==> config.mk <==
export PLATFORM = sky130hd
export DESIGN_NAME = frame_write_scheduler_flat
export DESIGN_NICKNAME = d
export VERILOG_FILES = /design/src/rtl/fws_pkg.sv /design/src/rtl/frame_write_scheduler_if.sv /design/src/rtl/fws_rr_arbiter.sv /design/src/rtl/frame_write_scheduler.sv /design/src/flat_wrapper.sv
export SDC_FILE = /design/constraint.sdc
export NUM_CORES = 1
export LEC_CHECK = 0
export ABC_AREA = 1
export CORE_MARGIN = 3
export CORE_UTILIZATION = 52
export CTS_CLUSTER_SIZE = 14
export DETAILED_ROUTE_END_ITERATION = 12
export DONT_BUFFER_PORTS = 1
export MAX_ROUTING_LAYER = met4
export PLACE_DENSITY = 0.67
export SLEW_MARGIN = 20
export SYNTH_ARGS = -nofsm -noshare
export SYNTH_HDL_FRONTEND = slang
export SYNTH_SLANG_ARGS = --single-unit
==> constraint.sdc <==
create_clock -name clk -period 4.7 [get_ports clk]
set_input_delay 0.47 -clock clk [delete_from_list [all_inputs] [get_ports clk]]
set_output_delay 0.47 -clock clk [all_outputs]
set_load 0.02 [all_outputs]
==> src/rtl/fws_pkg.sv <==
// Shared constants, state encoding and rectangle descriptor for frame_write_scheduler.
package fws_pkg;

    localparam int unsigned H_RES    = 640;
    localparam int unsigned V_RES    = 480;
    localparam int unsigned FB_DEPTH = 307200;
    localparam int unsigned FB_AW    = 19;
    localparam int unsigned CW       = 11;   // coordinate width; x+w and y+h never wrap
    localparam int unsigned DW       = 8;

    typedef enum logic [2:0] {
        ST_IDLE  = 3'd0,
        ST_CLEAR = 3'd1,
        ST_ARB   = 3'd2,
        ST_FILL  = 3'd3,
        ST_DONE  = 3'd4
    } fws_state_t;

    typedef struct packed {
        logic [9:0]    x;
        logic [9:0]    y;
        logic [9:0]    w;
        logic [9:0]    h;
        logic [DW-1:0] color;
    } rect_t;

    // y*640 + x as (y<<9)+(y<<7)+x, truncated to the buffer address width
    function automatic logic [FB_AW-1:0] pix_addr(input logic [CW-1:0] x, input logic [CW-1:0] y);
        logic [FB_AW-1:0] yy;
        yy = FB_AW'(y);
        return (yy << 9) + (yy << 7) + FB_AW'(x);
    endfunction

endpackage

==> src/rtl/frame_write_scheduler_if.sv <==
// Requester, control and frame-buffer write signals of frame_write_scheduler.
interface frame_write_scheduler_if #(
    parameter int unsigned NUM_REQ = 4
);
    import fws_pkg::*;

    logic                          start;
    logic                          finish;
    logic [DW-1:0]                 bg_color;
    logic [NUM_REQ-1:0]            req_valid;
    logic [NUM_REQ-1:0][9:0]       req_x;
    logic [NUM_REQ-1:0][9:0]       req_y;
    logic [NUM_REQ-1:0][9:0]       req_w;
    logic [NUM_REQ-1:0][9:0]       req_h;
    logic [NUM_REQ-1:0][DW-1:0]    req_color;
    logic [NUM_REQ-1:0]            req_ready;
    logic [FB_AW-1:0]              fb_wraddress;
    logic [DW-1:0]                 fb_data;
    logic                          fb_wren;
    logic                          busy;
    logic                          done;

    modport master (
        output start, finish, bg_color, req_valid, req_x, req_y, req_w, req_h, req_color,
        input  req_ready, fb_wraddress, fb_data, fb_wren, busy, done
    );

    modport slave (
        input  start, finish, bg_color, req_valid, req_x, req_y, req_w, req_h, req_color,
        output req_ready, fb_wraddress, fb_data, fb_wren, busy, done
    );

endinterface

==> src/rtl/fws_rr_arbiter.sv <==
// Round-robin pick: first set req_valid bit at or after rr_ptr (combinational outputs).
module fws_rr_arbiter #(
    parameter int unsigned NUM_REQ = 4,
    parameter int unsigned IW      = (NUM_REQ > 1) ? $clog2(NUM_REQ) : 1
) (
    input  logic [NUM_REQ-1:0] req_valid_i,
    input  logic [IW-1:0]      rr_ptr_i,
    output logic [IW-1:0]      grant_idx_o,
    output logic               found_o
);

    // Scan NUM_REQ slots from the pointer, wrapping, keep the first hit
    always_comb begin
        int unsigned idx;
        logic [IW-1:0] idx_w;
        grant_idx_o = '0;
        found_o     = 1'b0;
        idx         = 0;
        idx_w       = '0;
        for (int unsigned i = 0; i < NUM_REQ; i++) begin
            idx = 32'(rr_ptr_i) + i;
            if (idx >= NUM_REQ) begin
                idx = idx - NUM_REQ;
            end
            idx_w = IW'(idx);
            if (!found_o && req_valid_i[idx_w]) begin
                found_o     = 1'b1;
                grant_idx_o = idx_w;
            end
        end
    end

endmodule

==> src/rtl/frame_write_scheduler.sv <==
// frame_write_scheduler: optional background clear, then round-robin rectangle fills
// into the 640x480x8 frame buffer write port. Build option: FWS_CLEAR_EN enables CLEAR.
module frame_write_scheduler
    import fws_pkg::*;
#(
    parameter int unsigned NUM_REQ = 4
) (
    input  logic                    clk,
    input  logic                    reset,
    frame_write_scheduler_if.slave  bus
);

    localparam int unsigned IW = (NUM_REQ > 1) ? $clog2(NUM_REQ) : 1;

    fws_state_t         state_q;
    logic [IW-1:0]      rr_ptr_q;
    rect_t              rect_q;
    logic [CW-1:0]      cx_q;
    logic [CW-1:0]      cy_q;
    logic [NUM_REQ-1:0] req_ready_q;
    logic [FB_AW-1:0]   fb_addr_q;
    logic [DW-1:0]      fb_data_q;
    logic               fb_wren_q;
    logic               busy_q;
    logic               done_q;

    logic [IW-1:0]      grant_idx_c;
    logic               found_c;
    rect_t              sel_c;
    logic [CW-1:0]      x_last_c;
    logic [CW-1:0]      y_last_c;
    logic               rect_empty_c;
    logic               on_screen_c;

`ifdef FWS_CLEAR_EN
    logic [FB_AW-1:0]   clr_cnt_q;
    logic [DW-1:0]      bg_q;
`else
    logic [DW-1:0]      unused_bg;
    assign unused_bg = bus.bg_color;
`endif

    fws_rr_arbiter #(
        .NUM_REQ (NUM_REQ),
        .IW      (IW)
    ) u_arb (
        .req_valid_i (bus.req_valid),
        .rr_ptr_i    (rr_ptr_q),
        .grant_idx_o (grant_idx_c),
        .found_o     (found_c)
    );

    // Descriptor of the current arbitration winner
    always_comb begin
        sel_c.x     = bus.req_x[grant_idx_c];
        sel_c.y     = bus.req_y[grant_idx_c];
        sel_c.w     = bus.req_w[grant_idx_c];
        sel_c.h     = bus.req_h[grant_idx_c];
        sel_c.color = bus.req_color[grant_idx_c];
    end

    // Raster-scan bounds and visibility of the current fill pixel
    always_comb begin
        x_last_c     = CW'(rect_q.x) + CW'(rect_q.w) - CW'(1);
        y_last_c     = CW'(rect_q.y) + CW'(rect_q.h) - CW'(1);
        rect_empty_c = (rect_q.w == '0) || (rect_q.h == '0);
        on_screen_c  = (cx_q < CW'(H_RES)) && (cy_q < CW'(V_RES));
    end

    // Scheduler FSM with registered frame-buffer and handshake outputs
    always_ff @(posedge clk) begin
        if (reset) begin
            state_q     <= ST_IDLE;
            rr_ptr_q    <= '0;
            rect_q      <= '0;
            cx_q        <= '0;
            cy_q        <= '0;
            req_ready_q <= '0;
            fb_addr_q   <= '0;
            fb_data_q   <= '0;
            fb_wren_q   <= 1'b0;
            busy_q      <= 1'b0;
            done_q      <= 1'b0;
`ifdef FWS_CLEAR_EN
            clr_cnt_q   <= '0;
            bg_q        <= '0;
`endif
        end else begin
            req_ready_q <= '0;
            fb_wren_q   <= 1'b0;
            done_q      <= 1'b0;
            unique case (state_q)
                ST_IDLE: begin
                    if (bus.start) begin
                        busy_q    <= 1'b1;
`ifdef FWS_CLEAR_EN
                        bg_q      <= bus.bg_color;
                        clr_cnt_q <= '0;
                        state_q   <= ST_CLEAR;
`else
                        state_q   <= ST_ARB;
`endif
                    end
                end
                ST_CLEAR: begin
`ifdef FWS_CLEAR_EN
                    fb_wren_q <= 1'b1;
                    fb_addr_q <= clr_cnt_q;
                    fb_data_q <= bg_q;
                    if (clr_cnt_q == FB_AW'(FB_DEPTH - 1)) begin
                        state_q <= ST_ARB;
                    end else begin
                        clr_cnt_q <= clr_cnt_q + FB_AW'(1);
                    end
`else
                    state_q <= ST_IDLE;
                    busy_q  <= 1'b0;
`endif
                end
                ST_ARB: begin
                    // a pending request wins over finish in the same cycle
                    if (found_c) begin
                        req_ready_q[grant_idx_c] <= 1'b1;
                        rect_q   <= sel_c;
                        cx_q     <= CW'(sel_c.x);
                        cy_q     <= CW'(sel_c.y);
                        rr_ptr_q <= (grant_idx_c == IW'(NUM_REQ - 1)) ? '0 : grant_idx_c + IW'(1);
                        state_q  <= ST_FILL;
                    end else if (bus.finish) begin
                        done_q  <= 1'b1;
                        state_q <= ST_DONE;
                    end
                end
                ST_FILL: begin
                    if (rect_empty_c) begin
                        state_q <= ST_ARB;
                    end else begin
                        fb_wren_q <= on_screen_c;
                        fb_addr_q <= pix_addr(cx_q, cy_q);
                        fb_data_q <= rect_q.color;
                        if (cx_q == x_last_c) begin
                            cx_q <= CW'(rect_q.x);
                            if (cy_q == y_last_c) begin
                                state_q <= ST_ARB;
                            end else begin
                                cy_q <= cy_q + CW'(1);
                            end
                        end else begin
                            cx_q <= cx_q + CW'(1);
                        end
                    end
                end
                ST_DONE: begin
                    state_q <= ST_IDLE;
                    busy_q  <= 1'b0;
                end
                default: begin
                    state_q <= ST_IDLE;
                    busy_q  <= 1'b0;
                end
            endcase
        end
    end

    assign bus.req_ready    = req_ready_q;
    assign bus.fb_wraddress = fb_addr_q;
    assign bus.fb_data      = fb_data_q;
    assign bus.fb_wren      = fb_wren_q;
    assign bus.busy         = busy_q;
    assign bus.done         = done_q;

endmodule
==> src/flat_wrapper.sv <==
// flat-port wrapper written by rule: the top's interface ports become plain ports
module frame_write_scheduler_flat import fws_pkg::*;
#(
    parameter int unsigned NUM_REQ = 4
)
  (clk, reset, bus_start, bus_finish, bus_bg_color, bus_req_valid, bus_req_x, bus_req_y, bus_req_w, bus_req_h, bus_req_color, bus_req_ready, bus_fb_wraddress, bus_fb_data, bus_fb_wren, bus_busy, bus_done);
  frame_write_scheduler_if #(.NUM_REQ(NUM_REQ)) bus_i ();
  input  logic clk;
  input  logic reset;
  input wire logic [$bits(bus_i.start)-1:0] bus_start;
  input wire logic [$bits(bus_i.finish)-1:0] bus_finish;
  input wire logic [$bits(bus_i.bg_color)-1:0] bus_bg_color;
  input wire logic [$bits(bus_i.req_valid)-1:0] bus_req_valid;
  input wire logic [$bits(bus_i.req_x)-1:0] bus_req_x;
  input wire logic [$bits(bus_i.req_y)-1:0] bus_req_y;
  input wire logic [$bits(bus_i.req_w)-1:0] bus_req_w;
  input wire logic [$bits(bus_i.req_h)-1:0] bus_req_h;
  input wire logic [$bits(bus_i.req_color)-1:0] bus_req_color;
  output wire logic [$bits(bus_i.req_ready)-1:0] bus_req_ready;
  output wire logic [$bits(bus_i.fb_wraddress)-1:0] bus_fb_wraddress;
  output wire logic [$bits(bus_i.fb_data)-1:0] bus_fb_data;
  output wire logic [$bits(bus_i.fb_wren)-1:0] bus_fb_wren;
  output wire logic [$bits(bus_i.busy)-1:0] bus_busy;
  output wire logic [$bits(bus_i.done)-1:0] bus_done;
  assign bus_i.start = bus_start;
  assign bus_i.finish = bus_finish;
  assign bus_i.bg_color = bus_bg_color;
  assign bus_i.req_valid = bus_req_valid;
  assign bus_i.req_x = bus_req_x;
  assign bus_i.req_y = bus_req_y;
  assign bus_i.req_w = bus_req_w;
  assign bus_i.req_h = bus_req_h;
  assign bus_i.req_color = bus_req_color;
  assign bus_req_ready = bus_i.req_ready;
  assign bus_fb_wraddress = bus_i.fb_wraddress;
  assign bus_fb_data = bus_i.fb_data;
  assign bus_fb_wren = bus_i.fb_wren;
  assign bus_busy = bus_i.busy;
  assign bus_done = bus_i.done;
  frame_write_scheduler #(.NUM_REQ(NUM_REQ)) u_core (.clk(clk), .reset(reset), .bus(bus_i));
endmodule
==> results of run 1 <==
## cells by family after synthesis
group	count (synthesis)	share of synthesized area, %
AO/OA/AOI/OAI	179	11.8
XOR/XNOR	30	2.85
adder cells (fa/ha/maj)	68	9.64
buffers and inverters	319	13.8
flip-flops	109	23.7
AND/OR/NAND/NOR	803	38.2
## worst reg2reg max path: stages, from the launching register on
cell and delay [ps]:
dfxtp_1 560, inv_2 170, nand2_1 120, nand3_1 100
nand2_1 90, inv_1 100, nand3_4 460, nand3_4 570
inv_2 970, ha_1 400, o21ai_0 160, a21oi_1 50
## worst max-delay path by stage
stage,to,slack (ps),cells past startpoint
after detailed placement,u_core.rr_ptr_q[1],910,11
after global placement,u_core.rr_ptr_q[1],950,11
final,u_core.rr_ptr_q[1],840,11
after global routing,u_core.rr_ptr_q[1],480,11
after CTS,u_core.rr_ptr_q[1],900,11
after floorplan,u_core.cx_q[3],2140,20
## power groups by stage
stage | Sequential (W) | Clock [W] | Combinational, W
floorplan | 0.00145 | 0 | 0.00536
global placement | 0.00156 | 0 | 0.00642
detailed placement | 0.00157 | 0 | 0.00651
CTS | 0.00154 | 0.000814 | 0.00655
global route | 0.00158 | 0.000858 | 0.00756
finish | 0.00154 | 0.000796 | 0.00657
## area by class of cell
cell class	count	area (um^2)
fill	1817	7750
multi-input combinational	1080	5760
sequential	109	2180
inverter	245	922
tap	225	282
clock buffer	11	233
timing repair buffer	13	97.6
clock inverter	5	67.6
antenna	2	5.00
## sequential cells by signal, summed over array words and instances (netlist names)
signal,cells
u_core.bus.busy,1
u_core.bus.done,1
u_core.bus.req_ready,4
u_core.cy_q,11
u_core.bus.fb_wren,1
u_core.bus.fb_data,8
u_core.rect_q,48
u_core.rr_ptr_q,2
u_core.cx_q,11
u_core.bus.fb_wraddress,19
u_core.state_q,3
## synthesized netlist by cell type (all sizes together)
library cell / number / share of area [%]
a21o: 2 / 0.16
a21oi: 49 / 2.7
a31oi: 2 / 0.14
buf: 34 / 2.2
clkbuf: 40 / 1.6
clkinv: 1 / 0.041
dfxtp: 109 / 24
fa: 5 / 1.1
ha: 63 / 8.6
inv: 244 / 9.9
nand2: 352 / 14
nand3: 204 / 11
nand3b: 9 / 0.73
nand4: 24 / 1.6
nor2: 170 / 7.0
nor3: 8 / 0.43
nor4: 3 / 0.20
o211ai: 50 / 4.6
o21ai: 73 / 4.0
o21bai: 1 / 0.081
o221ai: 1 / 0.095
o31ai: 1 / 0.081
or2: 33 / 2.2
xnor2: 12 / 1.1
xor2: 18 / 1.7
## layer usage
layer,GRT usage (%),up-vias,part of all wire [%],wire [um]
li1,-,4719,-,-
met1,35.3,4060,45,11700
met2,43.0,304,46,12100
met3,3.93,38,6.4,1680
met4,8.96,0,2.8,728
met5,-,-,0,0
## through the flow
step	hold slack, ps	total power (W)	instances
detailed placement	481	0.00808	1672
CTS	180	0.00891	1688
global placement	481	0.00798	1672
floorplan	465	0.00680	1508
finish	196	0.00890	1690
global route	182	0.0100	1690
==> metrics.txt, run 1 <==
area delta synth->final 3.62%; Clock Root Buffer clkbuf_16; Final Hold Violating Endpoints 0; CP max stage delay 970 ps; gpl congestion 0.935; CTS clk-pin slew, worst paths 80 ps; vias in the first global route 8278; kind of critical path reg -> reg; post-CTS resize count 0; Seq/Total Area, Yosys 23.7%; CTS Sinks 109; Synth Instances 1508; unrepaired setup endpoints after global routing no; core area 17300 um^2; standard-cell rows 48; Avg WL per Cell 15.5 um; Worst R2R End u_core.rr_ptr_q[1]; crit path cell chain inv_2 -> nand2_1 -> nand3_1 -> nand2_1 -> inv_1 -> nand3_4 -> nand3_4 -> inv_2 -> ha_1 -> o21ai_0 -> a21oi_1; Final Core Density 55.2%; Cell Area, Placed 9250 um^2; P_sw 0.00498 W; setup_tns 0 ps; initial antenna violation count 2; worst setup margin 837 ps; largest net degree at the start of global routing 79; HPWL Detailed 20.1 mm; Slew @ Worst Pin 1040 ps; Synth Area per Inst 6.11 um^2; fin crit share 82.2%; Max Fclk 0.259 GHz; CP max-delay cell inv_2; Req. time, crit path 4940 ps; Routed Antenna Nets 0; deepest clock path buffer count 2; PortBufs 0; routed wire length 26.3 mm; Critical Path Fanout Max 59; Total Die Area 19400 um^2; Worst Min Path Start reset; Crit path buffers/inverters 3; most frequent cells in the layout 346 x nand2_1, 238 x inv_1, 200 x nand3_1; status finished, final reports clean; CP startpoint u_core.rr_ptr_q[0]; pre-CTS WS 907 ps; WP data arrival 4100 ps; Hold Crit Depth 1; Cell variety after synth 37; Die Y 139 um; worst hold path class in -> reg; CTS H-tree lvls 3; Seq pwr share 17.3%; first-pass GRT wire length 41.5 mm; worst r2r path cells 11; DRC 0; GR Overflow Total 0; Starting Density 53.3%; All-Layer GR Usage 27.0%; Syn Nets 1784; Max Slew Vio Count 0; CTS tree yes; final instance area 9550 um^2; Gate power share 73.7%; Pre-antenna DRT Iters 5; Vias/cell 5.40; Clk pwr share 8.9%; vias 9121; clk_skew 12.6 ps; share of layout cells above drive strength 1 5.95%; CP endpoint kind flop; Power per Cell Area 932 nW/um^2; Max-cap violations 0; Net Sw Frac 56.0%; Internal Pwr Total 0.00392 W; register bit total from synthesis 109; R2R setup slack 840 ps; Relative slew margins 30.4%; die width 139 um; Post-CTS Setup Repair Bufs 0; FF-to-FF Start u_core.rr_ptr_q[0]; Hold Path End u_core.state_q[0]; worst vdd rail ir drop 0.000369 V; Final nets 1734; hold_buf cts 0; P_leak 4.99 nW; clk_lat worst skew 350 ps; initial DRC count 533; minimum clock period 3860 ps; crit start category flop; CTS buffer count 9; IO Pins 242; most common cell after layout, fill and taps aside nand2_1; Post-Syn Area 9220 um^2; synth warn 0; final setup fails 0; critical path's top delay family simple AND/OR/NAND/NOR gates
No activity file was read; power rests on OpenSTA's default activity.
==> inputs of run 2 (changes only) <==
==> constraint.sdc (replaced) <==
create_clock -name clk -period 3.97 [get_ports clk]
set_input_delay 0.397 -clock clk [delete_from_list [all_inputs] [get_ports clk]]
set_output_delay 0.397 -clock clk [all_outputs]
set_load 0.02 [all_outputs]
==> metrics.txt, run 2 (same netlist as run 1, synthesis figures left out) <==
status finished, final reports clean; clk_lat worst skew 360 ps (about the same); most common cell after layout, fill and taps aside nand2_1; most frequent cells in the layout 346 x nand2_1, 238 x inv_1, 200 x nand3_1; Power per Cell Area 1110 nW/um^2 (+19%); setup_tns 0 ps (unchanged); Starting Density 53.3% (unchanged); minimum clock period 3160 ps (-705 ps); initial DRC count 666 (+25%); fill count 1804 (-0.72%); Max Fclk 0.317 GHz (+22%); initial antenna violation count 2 (unchanged); first-pass GRT wire length 41.7 mm (+0.41%); standard-cell rows 48 (unchanged); clk_skew 10.4 ps (-2.19 ps); core area 17300 um^2 (unchanged); CTS tree yes; Max-cap violations 0 (unchanged); vias 9069 (-0.57%); IO Pins 242 (unchanged); worst hold slack 108 ps (-87.4 ps); All-Layer GR Usage 27.3% (+0.30 points); area delta synth->final 4.33%; DRC 0 (unchanged); Slew @ Worst Pin 883 ps (-159 ps); share of layout cells above drive strength 1 6.34% (+0.39 points); Final Hold Violating Endpoints 0 (unchanged); CTS clk-pin slew, worst paths 70 ps (about the same); PortBufs 0 (unchanged); crit start category flop; Biggest register u_core.rect_q; Clock Root Buffer clkbuf_16; kind of critical path reg -> reg; gpl congestion 0.937 (+0.25%); Avg WL per Cell 15.5 um (-0.40%); largest net degree at the start of global routing 99 (+25%); worst vdd rail ir drop 0.000685 V (+86%); Final nets 1740 (+0.35%); routed wire length 26.2 mm (-0.16%); Routed Antenna Nets 0 (unchanged); CTS Sinks 109 (unchanged); Critical Path Fanout Max 21 (-64%); worst r2r path cells 23 (+12); fin crit share 79.5% (-2.6 points); post-CTS resize count 0 (unchanged); deepest clock path buffer count 2 (unchanged); CTS H-tree lvls 3 (unchanged); Hold Crit Depth 1 (unchanged); vias in the first global route 8311 (+0.40%); unrepaired setup endpoints after global routing no; Pre-antenna DRT Iters 5 (unchanged); hold_buf cts 0 (unchanged); Total Die Area 19400 um^2 (unchanged); Req. time, crit path 4270 ps (-670 ps); Vias/cell 5.35 (-0.80%); P_leak 5.03 nW (+0.68%); final setup fails 0 (unchanged); Die Y 139 um (unchanged); CP endpoint kind flop; WP data arrival 3460 ps (-640 ps); HPWL Detailed 20.5 mm (+2.0%); CTS buffer count 9 (unchanged); GR Overflow Total 0 (unchanged); worst hold path class in -> reg; die width 139 um (unchanged); Max Slew Vio Count 0 (unchanged); Largest register FFs 48 (unchanged); Relative slew margins 41.0% (+11 points); Post-CTS Setup Repair Bufs 0 (unchanged)
run 2: cell types whose count changed in the layout (fill, tap and decap cells not counted), sizes merged:
cell / delta
clkbuf: -2
inv: -2
clkinvlp: +1
buf: +6
bufinv: +1
run 2: per-layer routing:
metal  vias up  track usage, %  part of all wire, %
met5         -               -                    0
met4         0            7.00                  2.0
met3        27            3.45                  6.2
met2       284            45.4                   47
met1      4045            35.2                   45
li1       4713               -                    -
run 2: area by class of cell:
| type | count | area [um^2] | share of cell area, % |
|---|---|---|---|
| antenna | 2 | 5.00 | 0.0520 |
| clock buffer | 9 | 225 | 2.34 |
| clock inverter | 5 | 85.1 | 0.885 |
| inverter | 245 | 920 | 9.56 |
| multi-input combinational | 1080 | 5760 | 59.9 |
| sequential | 109 | 2180 | 22.7 |
| tap | 225 | 282 | 2.93 |
| timing repair buffer | 19 | 155 | 1.61 |
run 2: power breakdown:
group | internal, W | switching (W)
registers | 0.00143 | 0.000400
logic | 0.00278 | 0.00508
clock network | 0.000550 | 0.000435
total | 0.00476 | 0.00591
run 2: final timing paths:
check | start | to | slack (ps)
worst max-delay path | u_core.rect_q[39] | u_core.cy_q[0] | 810
worst min-delay path | reset | u_core.state_q[0] | 110
worst max register to register | u_core.rect_q[39] | u_core.cy_q[0] | 810
worst min register to register | u_core.rect_q[40] | u_core.rect_q[40] | 500
run 2: critical path: stages (launching register included):
cell and delay, ps:
dfxtp_1 340, inv_1 80, ha_1 270, inv_1 40
ha_1 210, fa_1 390, nand2_1 130, nand2_1 70
nand2_1 70, nand2_1 70, nand2_1 80, nand2_1 50
nand2_1 60, nand2_1 60, nor2_1 80, buf_4 170
nand3_1 80, buf_4 200, nand2_1 110, nand3_1 70
buf_4 220, nand2_1 80, nand2_1 50, nor2_1 120
run 2: metrics by stage:
step           setup WS [ps]  std cells  cell area [um^2]  total power [W]  utilization, %
3_3_place_gp             904       1678              9300          0.00954            53.8
3_5_place_dp             839       1678              9300          0.00964            53.8
4_1_cts                  821       1692              9610           0.0107            55.6
2_1_floorplan           1410       1508              9220          0.00805               -
5_1_grt                  475       1694              9620           0.0120            55.6
6_report                 812       1694              9620           0.0107            55.6
==> inputs of run 3 (changes only) <==
--- a/config.mk
+++ b/config.mk
@@ -12,7 +12,7 @@
 export DETAILED_ROUTE_END_ITERATION = 12
 export DONT_BUFFER_PORTS = 1
 export MAX_ROUTING_LAYER = met4
-export PLACE_DENSITY = 0.67
+export PLACE_DENSITY = 0.7
 export SLEW_MARGIN = 20
 export SYNTH_ARGS = -nofsm -noshare
 export SYNTH_HDL_FRONTEND = slang
==> constraint.sdc (replaced) <==
create_clock -name clk -period 2.9 [get_ports clk]
set_input_delay 0.29 -clock clk [delete_from_list [all_inputs] [get_ports clk]]
set_output_delay 0.29 -clock clk [all_outputs]
set_load 0.02 [all_outputs]
==> metrics.txt, run 3 (same netlist as run 1, synthesis figures left out) <==
status finished, final reports clean; initial DRC count 669 (+0.45%); IO Pins 242 (unchanged); Max Fclk 0.357 GHz (+13%); fin crit share 96.7% (+17 points); vias 9187 (+1.3%); Power per Cell Area 1540 nW/um^2 (+39%); Clk pwr share 8.8% (-0.4 points); Power, Total 0.0154 W (+45%); P_leak 5.18 nW (+3.0%); n_diodes 0 (-2); Pre-antenna DRT Iters 5 (unchanged); CTS Sinks 109 (unchanged); Max Slew Vio Count 0 (unchanged); CTS H-tree lvls 3 (unchanged); routed wire length 27.0 mm (+2.9%); Avg WL per Cell 15.8 um (+1.9%); die width 139 um (unchanged); P_sw 0.00843 W (+43%); largest net degree at the start of global routing 81 (-18%); vias in the first global route 8164 (-1.8%); gpl congestion 0.943 (+0.62%); WP data arrival 3110 ps (-350 ps); Critical Path Fanout Max 5 (-76%); worst vdd rail ir drop 0.000976 V (+42%); Net Sw Frac 54.6% (-0.78 points); Final nets 1756 (+0.92%); most common cell after layout, fill and taps aside nand2_1; deepest clock path buffer count 2 (unchanged); DRC 0 (unchanged); All-Layer GR Usage 27.6% (+0.35 points); Largest register FFs 48 (unchanged); Req. time, crit path 3200 ps (-1070 ps); initial antenna violation count 0 (-2); CTS clk-pin slew, worst paths 80 ps (about the same); clk_lat worst skew 370 ps (about the same); Seq pwr share 16.1% (-1.1 points); Final Hold Violating Endpoints 0 (unchanged); Die Y 139 um (unchanged); Vias/cell 5.37 (+0.35%); PortBufs 0 (unchanged); core area 17300 um^2 (unchanged); kind of critical path reg -> reg; Max-cap violations 0 (unchanged); final setup fails 0 (unchanged); Internal Pwr Total 0.00700 W (+47%); clk_skew 11.8 ps (+1.42 ps); pre-CTS WS 38.2 ps (-801 ps); Slew @ Worst Pin 820 ps (-63.8 ps); Biggest register u_core.rect_q; CTS tree yes; Relative slew margins 45.3% (+4.3 points); unrepaired setup endpoints after global routing yes; Total Die Area 19400 um^2 (unchanged); most frequent cells in the layout 338 x nand2_1, 232 x inv_1, 197 x nand3_1; Starting Density 53.3% (unchanged); first-pass GRT wire length 42.4 mm (+1.7%); crit start category flop; GR Overflow Total 0 (unchanged); standard-cell rows 48 (unchanged); CP endpoint kind flop; Cell Area, Placed 9440 um^2 (+1.5%); Gate power share 75.1% (+1.5 points); HPWL Detailed 20.9 mm (+1.9%); CTS buffer count 9 (unchanged); Clock Root Buffer clkbuf_16; minimum clock period 2800 ps (-354 ps); worst setup margin 96.3 ps (-716 ps); area delta synth->final 8.76%; final instance area 10000 um^2 (+4.2%); share of layout cells above drive strength 1 10.0% (+3.7 points); Routed Antenna Nets 0 (unchanged); worst hold path class in -> reg
run 3: per-layer routing:
layer,share of wire (%),global-route usage [%]
met4,1.8,6.69
met3,6.1,3.59
met2,47,44.0
met5,0,-
met1,46,37.5
run 3: what timing repair did:
action / in CTS / in global routing
gates resized for setup: 0 / 49
endpoints found under the hold margin: 1 / 0
setup endpoints to repair: 0 / 24
hold buffers: 1 / 0
setup buffers: 0 / 4
run 3: final timing paths:
path | from | to | slack (ps) | cells past startpoint
hold reg to reg | u_core.rect_q[43] | u_core.rect_q[43] | 500 | 2
setup reg to reg | u_core.rect_q[19] | u_core.cy_q[6] | 100 | 18
setup / recovery | u_core.rect_q[19] | u_core.cy_q[6] | 100 | 18
hold / removal | reset | u_core.rect_q[9] | 70 | 3
run 3: layout make-up:
type / count / area [um^2]
clock buffers: 11 / 253
clock inverters: 5 / 63.8
well taps: 225 / 282
repair buffers: 35 / 392
multi-input cells: 1080 / 5920
flip-flops and latches: 109 / 2190
fillers: 1753 / 7270
inverters: 245 / 922
run 3: stage by stage:
step                hold WS [ps]  cells  TNS (ps)  util [%]
finish                      67.7   1710         0      57.9
global route                67.9   1710      -287      57.9
CTS                         62.4   1703         0      56.4
detailed placement           371   1686         0      54.6
global placement             367   1686         0      54.6
floorplan                    442   1508         0         -
run 3: critical path: stages (launching register included):
cell and delay [ps]:
dfxtp_2 320, inv_2 50, ha_4 260, inv_2 40, ha_4 150, fa_2 540, nand2_1 50, nand2_1 70
nand3_1 80, nor2_1 120, nand4_1 100, nor2_2 160, nand3_2 130, nand2_4 120, nand3_4 140, clkbuf_16 190
nand2_1 60, nand2_1 50, nor2_1 90
run 3: power by group through the flow:
stage / combinational [W] / clock [W] / sequential, W
2_1_floorplan: 0.00868 / 0 / 0.00234
3_3_place_gp: 0.0109 / 0 / 0.00248
3_5_place_dp: 0.0110 / 0 / 0.00249
4_1_cts: 0.0111 / 0.00137 / 0.00246
5_1_grt: 0.0132 / 0.00144 / 0.00254
6_report: 0.0116 / 0.00135 / 0.00249
